**config.mk**
```make
export PLATFORM = sky130hd
export DESIGN_NAME = tri_scheduler
export DESIGN_NICKNAME = d
export VERILOG_FILES = /design/src/rtl/raster_pkg.sv /design/src/rtl/tri_scheduler.sv
export SDC_FILE = /design/constraint.sdc
export NUM_CORES = 1
export LEC_CHECK = 0
export ABC_AREA = 1
export BUFFER_PORTS_ARGS = -buffer_cell sky130_fd_sc_hd__buf_2
export CORE_UTILIZATION = 44
export DETAILED_ROUTE_END_ITERATION = 12
export HOLD_SLACK_MARGIN = 0.15
export PLACE_DENSITY = 0.76
export SKIP_CTS_REPAIR_TIMING = 1
export SLEW_MARGIN = 20
export SYNTH_ARGS = -nofsm -noshare
export SYNTH_HDL_FRONTEND = slang
export SYNTH_SLANG_ARGS = --single-unit
```
**constraint.sdc**
```tcl
create_clock -name clk_in -period 1.3 [get_ports clk_in]
set_input_delay 0.195 -clock clk_in [delete_from_list [all_inputs] [get_ports clk_in]]
set_output_delay 0.195 -clock clk_in [all_outputs]
set_load 0.02 [all_outputs]
```
**src/rtl/raster_pkg.sv**
```systemverilog
// Types and constants shared by the triangle scheduler, the rasterizer and the scene loader.
// Holds the packed-triangle layout and a helper that pulls one coordinate out of it.
package raster_pkg;

  localparam int COORD_W = 9;
  localparam int VERT_W  = 27;

  localparam int X_IDX = 2;
  localparam int Y_IDX = 1;
  localparam int Z_IDX = 0;

  localparam int V1_LSB = 0;
  localparam int V2_LSB = 27;
  localparam int V3_LSB = 54;

  typedef enum logic [2:0] {
    IDLE    = 3'd0,
    FETCH   = 3'd1,
    PRESENT = 3'd2,
    DRAIN   = 3'd3,
    DONE    = 3'd4
  } sched_state_t;

  // field selects x/y/z via X_IDX/Y_IDX/Z_IDX; v_lsb selects the vertex slice
  function automatic logic [COORD_W-1:0] tri_coord(input logic [3*VERT_W-1:0] data,
                                                   input int v_lsb, input int field);
    return data[v_lsb + field*COORD_W +: COORD_W];
  endfunction

endpackage

```
**src/rtl/tri_scheduler.sv**
```systemverilog
// Frame-level sequencer: walks the triangle memory once per frame_start and hands
// triangles to the rasterizer over the valid_tri/ready_in handshake.
module tri_scheduler #(
  parameter int MAX_TRI = 1024,
  parameter int ADDR_W  = $clog2(MAX_TRI),
  parameter int ROM_LAT = 2,
  parameter int COORD_W = 9
) (
  input  logic                 clk_in,
  input  logic                 rst_in,
  input  logic                 frame_start,
  input  logic [ADDR_W:0]      tri_count,
  output logic [ADDR_W-1:0]    tri_addr,
  input  logic [9*COORD_W-1:0] tri_data,
  output logic [COORD_W-1:0]   vert1 [3],
  output logic [COORD_W-1:0]   vert2 [3],
  output logic [COORD_W-1:0]   vert3 [3],
  output logic                 valid_tri,
  output logic                 obj_done,
  input  logic                 ready_in,
  output logic                 busy,
  output logic                 frame_done,
  output logic                 overrun,
  output logic [15:0]          frame_count
);
  import raster_pkg::*;

  localparam int CNT_W = $clog2(ROM_LAT + 1);
  localparam logic [ADDR_W:0]    MAX_N     = (ADDR_W+1)'(MAX_TRI);
  localparam logic [CNT_W-1:0]   LAST_WAIT = CNT_W'(ROM_LAT);

  sched_state_t         state_r, state_s;
  logic [CNT_W-1:0]     wait_r, wait_s;
  logic [ADDR_W-1:0]    addr_r, addr_s;
  logic [ADDR_W:0]      n_r, n_s, n_req_s;
  logic [COORD_W-1:0]   v1_r [3], v1_s [3];
  logic [COORD_W-1:0]   v2_r [3], v2_s [3];
  logic [COORD_W-1:0]   v3_r [3], v3_s [3];
  logic                 valid_r, valid_s;
  logic                 obj_r, obj_s;
  logic                 busy_r, busy_s;
  logic                 done_r, done_s;
  logic                 overrun_r, overrun_s;
  logic                 drain_first_r, drain_first_s;
  logic [15:0]          fcount_r, fcount_s;

  assign n_req_s = (tri_count > MAX_N) ? MAX_N : tri_count;

  // Next-state and next-register values; every register defaults to holding.
  always_comb begin
    state_s       = state_r;
    wait_s        = wait_r;
    addr_s        = addr_r;
    n_s           = n_r;
    v1_s          = v1_r;
    v2_s          = v2_r;
    v3_s          = v3_r;
    valid_s       = valid_r;
    obj_s         = obj_r;
    busy_s        = busy_r;
    done_s        = 1'b0;
    fcount_s      = fcount_r;
    drain_first_s = 1'b0;
    if (frame_start && (state_r != IDLE)) begin
      overrun_s = 1'b1;
    end else begin
      overrun_s = overrun_r;
    end
    case (state_r)
      IDLE: begin
        if (frame_start) begin
          n_s = n_req_s;
          if (n_req_s == (ADDR_W+1)'(0)) begin
            state_s = DONE;
          end else begin
            addr_s  = ADDR_W'(0);
            wait_s  = CNT_W'(0);
            busy_s  = 1'b1;
            state_s = FETCH;
          end
        end else begin
          state_s = IDLE;
        end
      end
      FETCH: begin
        // the wait spans ROM_LAT+1 cycles so data from the registered address is settled
        if (wait_r == LAST_WAIT) begin
          for (int f = 0; f < 3; f++) begin
            v1_s[f] = tri_coord(tri_data, V1_LSB, f);
            v2_s[f] = tri_coord(tri_data, V2_LSB, f);
            v3_s[f] = tri_coord(tri_data, V3_LSB, f);
          end
          obj_s   = ({1'b0, addr_r} == (n_r - (ADDR_W+1)'(1)));
          valid_s = 1'b1;
          state_s = PRESENT;
        end else begin
          wait_s = wait_r + CNT_W'(1);
        end
      end
      PRESENT: begin
        if (ready_in) begin
          valid_s = 1'b0;
          obj_s   = 1'b0;
          if (obj_r) begin
            drain_first_s = 1'b1;
            state_s       = DRAIN;
          end else begin
            addr_s  = addr_r + ADDR_W'(1);
            wait_s  = CNT_W'(0);
            state_s = FETCH;
          end
        end else begin
          state_s = PRESENT;
        end
      end
      DRAIN: begin
        // rasterizer ready is registered, so its value on the entry cycle is stale
        if (!drain_first_r && ready_in) begin
          state_s = DONE;
        end else begin
          state_s = DRAIN;
        end
      end
      DONE: begin
        done_s   = 1'b1;
        fcount_s = fcount_r + 16'd1;
        busy_s   = 1'b0;
        state_s  = IDLE;
      end
      default: begin
        state_s = IDLE;
      end
    endcase
  end

  // State register.
  always_ff @(posedge clk_in) begin
    if (rst_in) begin
      state_r <= IDLE;
    end else begin
      state_r <= state_s;
    end
  end

  // Datapath and output registers.
  always_ff @(posedge clk_in) begin
    if (rst_in) begin
      wait_r        <= CNT_W'(0);
      addr_r        <= ADDR_W'(0);
      n_r           <= (ADDR_W+1)'(0);
      v1_r          <= '{default: COORD_W'(0)};
      v2_r          <= '{default: COORD_W'(0)};
      v3_r          <= '{default: COORD_W'(0)};
      valid_r       <= 1'b0;
      obj_r         <= 1'b0;
      busy_r        <= 1'b0;
      done_r        <= 1'b0;
      overrun_r     <= 1'b0;
      drain_first_r <= 1'b0;
      fcount_r      <= 16'd0;
    end else begin
      wait_r        <= wait_s;
      addr_r        <= addr_s;
      n_r           <= n_s;
      v1_r          <= v1_s;
      v2_r          <= v2_s;
      v3_r          <= v3_s;
      valid_r       <= valid_s;
      obj_r         <= obj_s;
      busy_r        <= busy_s;
      done_r        <= done_s;
      overrun_r     <= overrun_s;
      drain_first_r <= drain_first_s;
      fcount_r      <= fcount_s;
    end
  end

  assign tri_addr    = addr_r;
  assign vert1       = v1_r;
  assign vert2       = v2_r;
  assign vert3       = v3_r;
  assign valid_tri   = valid_r;
  assign obj_done    = obj_r;
  assign busy        = busy_r;
  assign frame_done  = done_r;
  assign overrun     = overrun_r;
  assign frame_count = fcount_r;

endmodule

```
==> results by group <==
Outcome
  – Status: finished, violations left
  – Failing checks: DRC, setup timing

Drt
  – DRT Pass-1 Iters: 9
  – Via count: 6,675
  – Residual DRC: 4
  – Routed Antenna Nets: 0
  – Vias per inst: 5.298
  – WL final: 20,710 um
  – Drt wl/cell: 16.44 um
  – DR iter-0 viols: 438

CTS
  – Sink Count: 129
  – Worst-path clk slew: around 0.06 ns
  – Clock root buffer: clkbuf_16
  – H-tree Lvls: 4
  – CTS tree: built
  – Clk Latency, worst-skew pair: 0.41 ns
  – CTS max path bufs: 2
  – CTS buffer count: 17

STA
  – Fin crit share: 1.231
  – Slew HR: 0.7236
  – FMAX: 0.6247 GHz
  – Slew Limit Fails: 0
  – Least-Margin Pin Slew: between 0.4 and 0.5 ns
  – Worst Skew: about 0.0078 ns
  – Finish-stage setup viols: 103
  – Fin Setup TNS: -15.36 ns
  – Final min period: approximately 1.6 ns
  – Endpoints failing hold: 0
  – Final worst slack: -0.3008 ns
  – RSZ-0062 raised after global routing: true
  – Hold slack: ~0.15 ns

Synthesis
  – Main area contributors after synthesis: dfxtp_1, nor2_1, o21ai_0, nand2_1, inv_1
  – Compound-Gate Fraction of Synth Area: 0.1397
  – Largest family of logic cells by synthesized area: simple AND/OR/NAND/NOR gates
  – Syn avg cell area: 7.143 um^2
  – Synth Instances: 746
  – Synth top area share: 0.4846
  – Mux contribution to synthesized area: 0
  – Number of library cell types mapped by synthesis: 35
  – XOR/XNOR Fraction of Synth Area: 0.01151
  – Post-synthesis sequential area ratio: 0.4846
  – Biggest area consumer among synthesized cells: dfxtp_1
  – #FFs+latches synth: 129
  – Adder-cell area share of the yosys netlist: 0.009392
  – Syn Nets: 846
  – Mapped cell area: 5329 um^2
  – Synth Area in Simple Gates: 0.2930
  – Synth Warn #: 0

Pwr
  – Maximum VDD drop: about 1.2 mV
  – Cell Pwr Density: roughly 1300 nW/um^2
  – Leakage: 4.216 nW

Min path
  – Hold WC Path Type: primary input to flop
  – Worst Hold Depth: 4

GRT
  – GRT Total Usage: 0.2401
  – First-pass GRT wire length: approximately 24,000 um
  – GRT Residual Overflow: 0
  – Number of global-route vias before repair: 5,137
  – Largest net degree at the start of global routing: 83
  – Initial antenna violation count: 0

Critical path
  – Critical path's slowest cell: dfxtp_4
  – Critical path's top delay family: buffers and inverters
  – R2R depth: 8
  – Startpoint Class: flop
  – Worst stage delay on the critical path: 0.38 ns
  – CP endpoint kind: flop
  – CP arrival: 1.93 ns
  – Worst path cell trace: buf_4, nand3b_1, nor2_4, buf_4, buf_12, clkbuf_16, nor2_1, nor2_1
  – CP Class: flop to flop
  – CP Data Required Time: between 1.5 and 2 ns
  – Max FO, Critical Path: 19
  – Logic depth of the worst path, buffers included: 8
  – Critical path buffers and inverters: 4

Floorplanning
  – Rows: 39
  – I/O pins: approximately 210
  – Die Height: between 100 and 150 um
  – Core area: 11,610 um^2
  – Die X-Extent: 112.1 um
  – Initial Utilization: 0.4588
  – Die Area: between 10,000 and 15,000 um^2

Placed design
  – DP Worst Slack: -0.2309 ns
  – Post-Place Cells: 1,119
  – GP Congestion: 0.9047
  – IO buf count: 207
  – Final HPWL DP: 10,610 um

Layout
  – Finished Layout Cells: 1,260
  – Inserted Diodes: 0
  – Core Util, Final: 0.7832
  – Area Overhead vs Synth: 70.70%
  – Most frequent cells in the layout: buf_2, nor2_1, dfxtp_1, dlygate4sd3_1, o21ai_0
  – Share of cells above drive strength 1: 0.3850
  – # nets final: 1,204
  – Commonest non-fill, non-tap cell in the layout: buf_2

Flow run
  – Total of max-cap violations: 0
## per-stage QoR
step / total power, W / instance area, um^2
3_3_place_gp: 0.006486 / 6942
5_1_grt: 0.01261 / 9096
4_1_cts: 0.01135 / 7550
6_report: 0.01214 / 9096
2_1_floorplan: 0.005721 / 5395
3_5_place_dp: 0.006517 / 6942
## worst paths after layout
kind / start / slack (ns) / to
worst min register to register: valid_tri / 0.47 / valid_tri
worst min-delay path: tri_count[6] / 0.15 / n_r[6]
worst max-delay path: state_r[0] / -0.30 / vert2[8]
worst max register to register: state_r[0] / -0.30 / vert2[8]
## state kept, by name (all words and copies together), names as in the netlist
signal         count
vert1             27
drain_first_r      1
valid_tri          1
overrun            1
n_r               11
tri_addr          10
frame_count       16
vert3             27
wait_r             2
busy               1
obj_done           1
frame_done         1
state_r            3
vert2             27
## cell usage after synthesis, drive strengths merged
| cell | instances |
|---|---|
| or2 | 4 |
| nor3b | 4 |
| nand3 | 22 |
| xor2 | 5 |
| nand2 | 102 |
| o21ai | 104 |
| clkbuf | 19 |
| and2 | 2 |
| a211oi | 1 |
| a31oi | 1 |
| nand3b | 4 |
| nor2 | 222 |
| a41oi | 1 |
| dfxtp | 129 |
| buf | 13 |
| xnor2 | 2 |
| nor3 | 13 |
| ha | 4 |
| a21oi | 35 |
| o21bai | 1 |
| nand4 | 6 |
| o211ai | 1 |
| inv | 50 |
| a21o | 1 |
## final cells by class
cell class	count	area, um^2
Multi-Input combinational cell	536	2786
Timing Repair Buffer	370	2701
Sequential cell	129	2621
Fill cell	730	2517
Clock buffer	22	485.5
Inverter	50	200.2
Tap cell	143	178.9
Clock inverter	10	122.6
## worst min-delay path, stage by stage
cell     delay (ns)
buf_2          0.09
buf_4          0.10
nand2_2        0.04
a21oi_2        0.10
## power breakdown
| part | internal (W) | leakage (nW) | switching (W) |
|---|---|---|---|
| clock | 0.00306 | 0.288 | 0.00182 |
| combinational | 0.00123 | 2.87 | 0.00161 |
| sequential | 0.00424 | 1.06 | 0.000189 |
| total | 0.00852 | 4.22 | 0.00362 |
## metal layers
metal	GRT usage	vias to the layer above	wire (um)
li1	-	3119	-
met1	0.2911	3138	7835
met2	0.4037	342	10490
met3	0.07343	76	1586
met4	0.08533	0	803
met5	0	-	0
## kinds of logic after synthesis
group,after synthesis
AO/OA/AOI/OAI,145
buffers and inverters,82
XOR/XNOR,7
flip-flops,129
adder cells (fa/ha/maj),4
AND/OR/NAND/NOR,379
No activity file was read; power rests on OpenSTA's default activity.
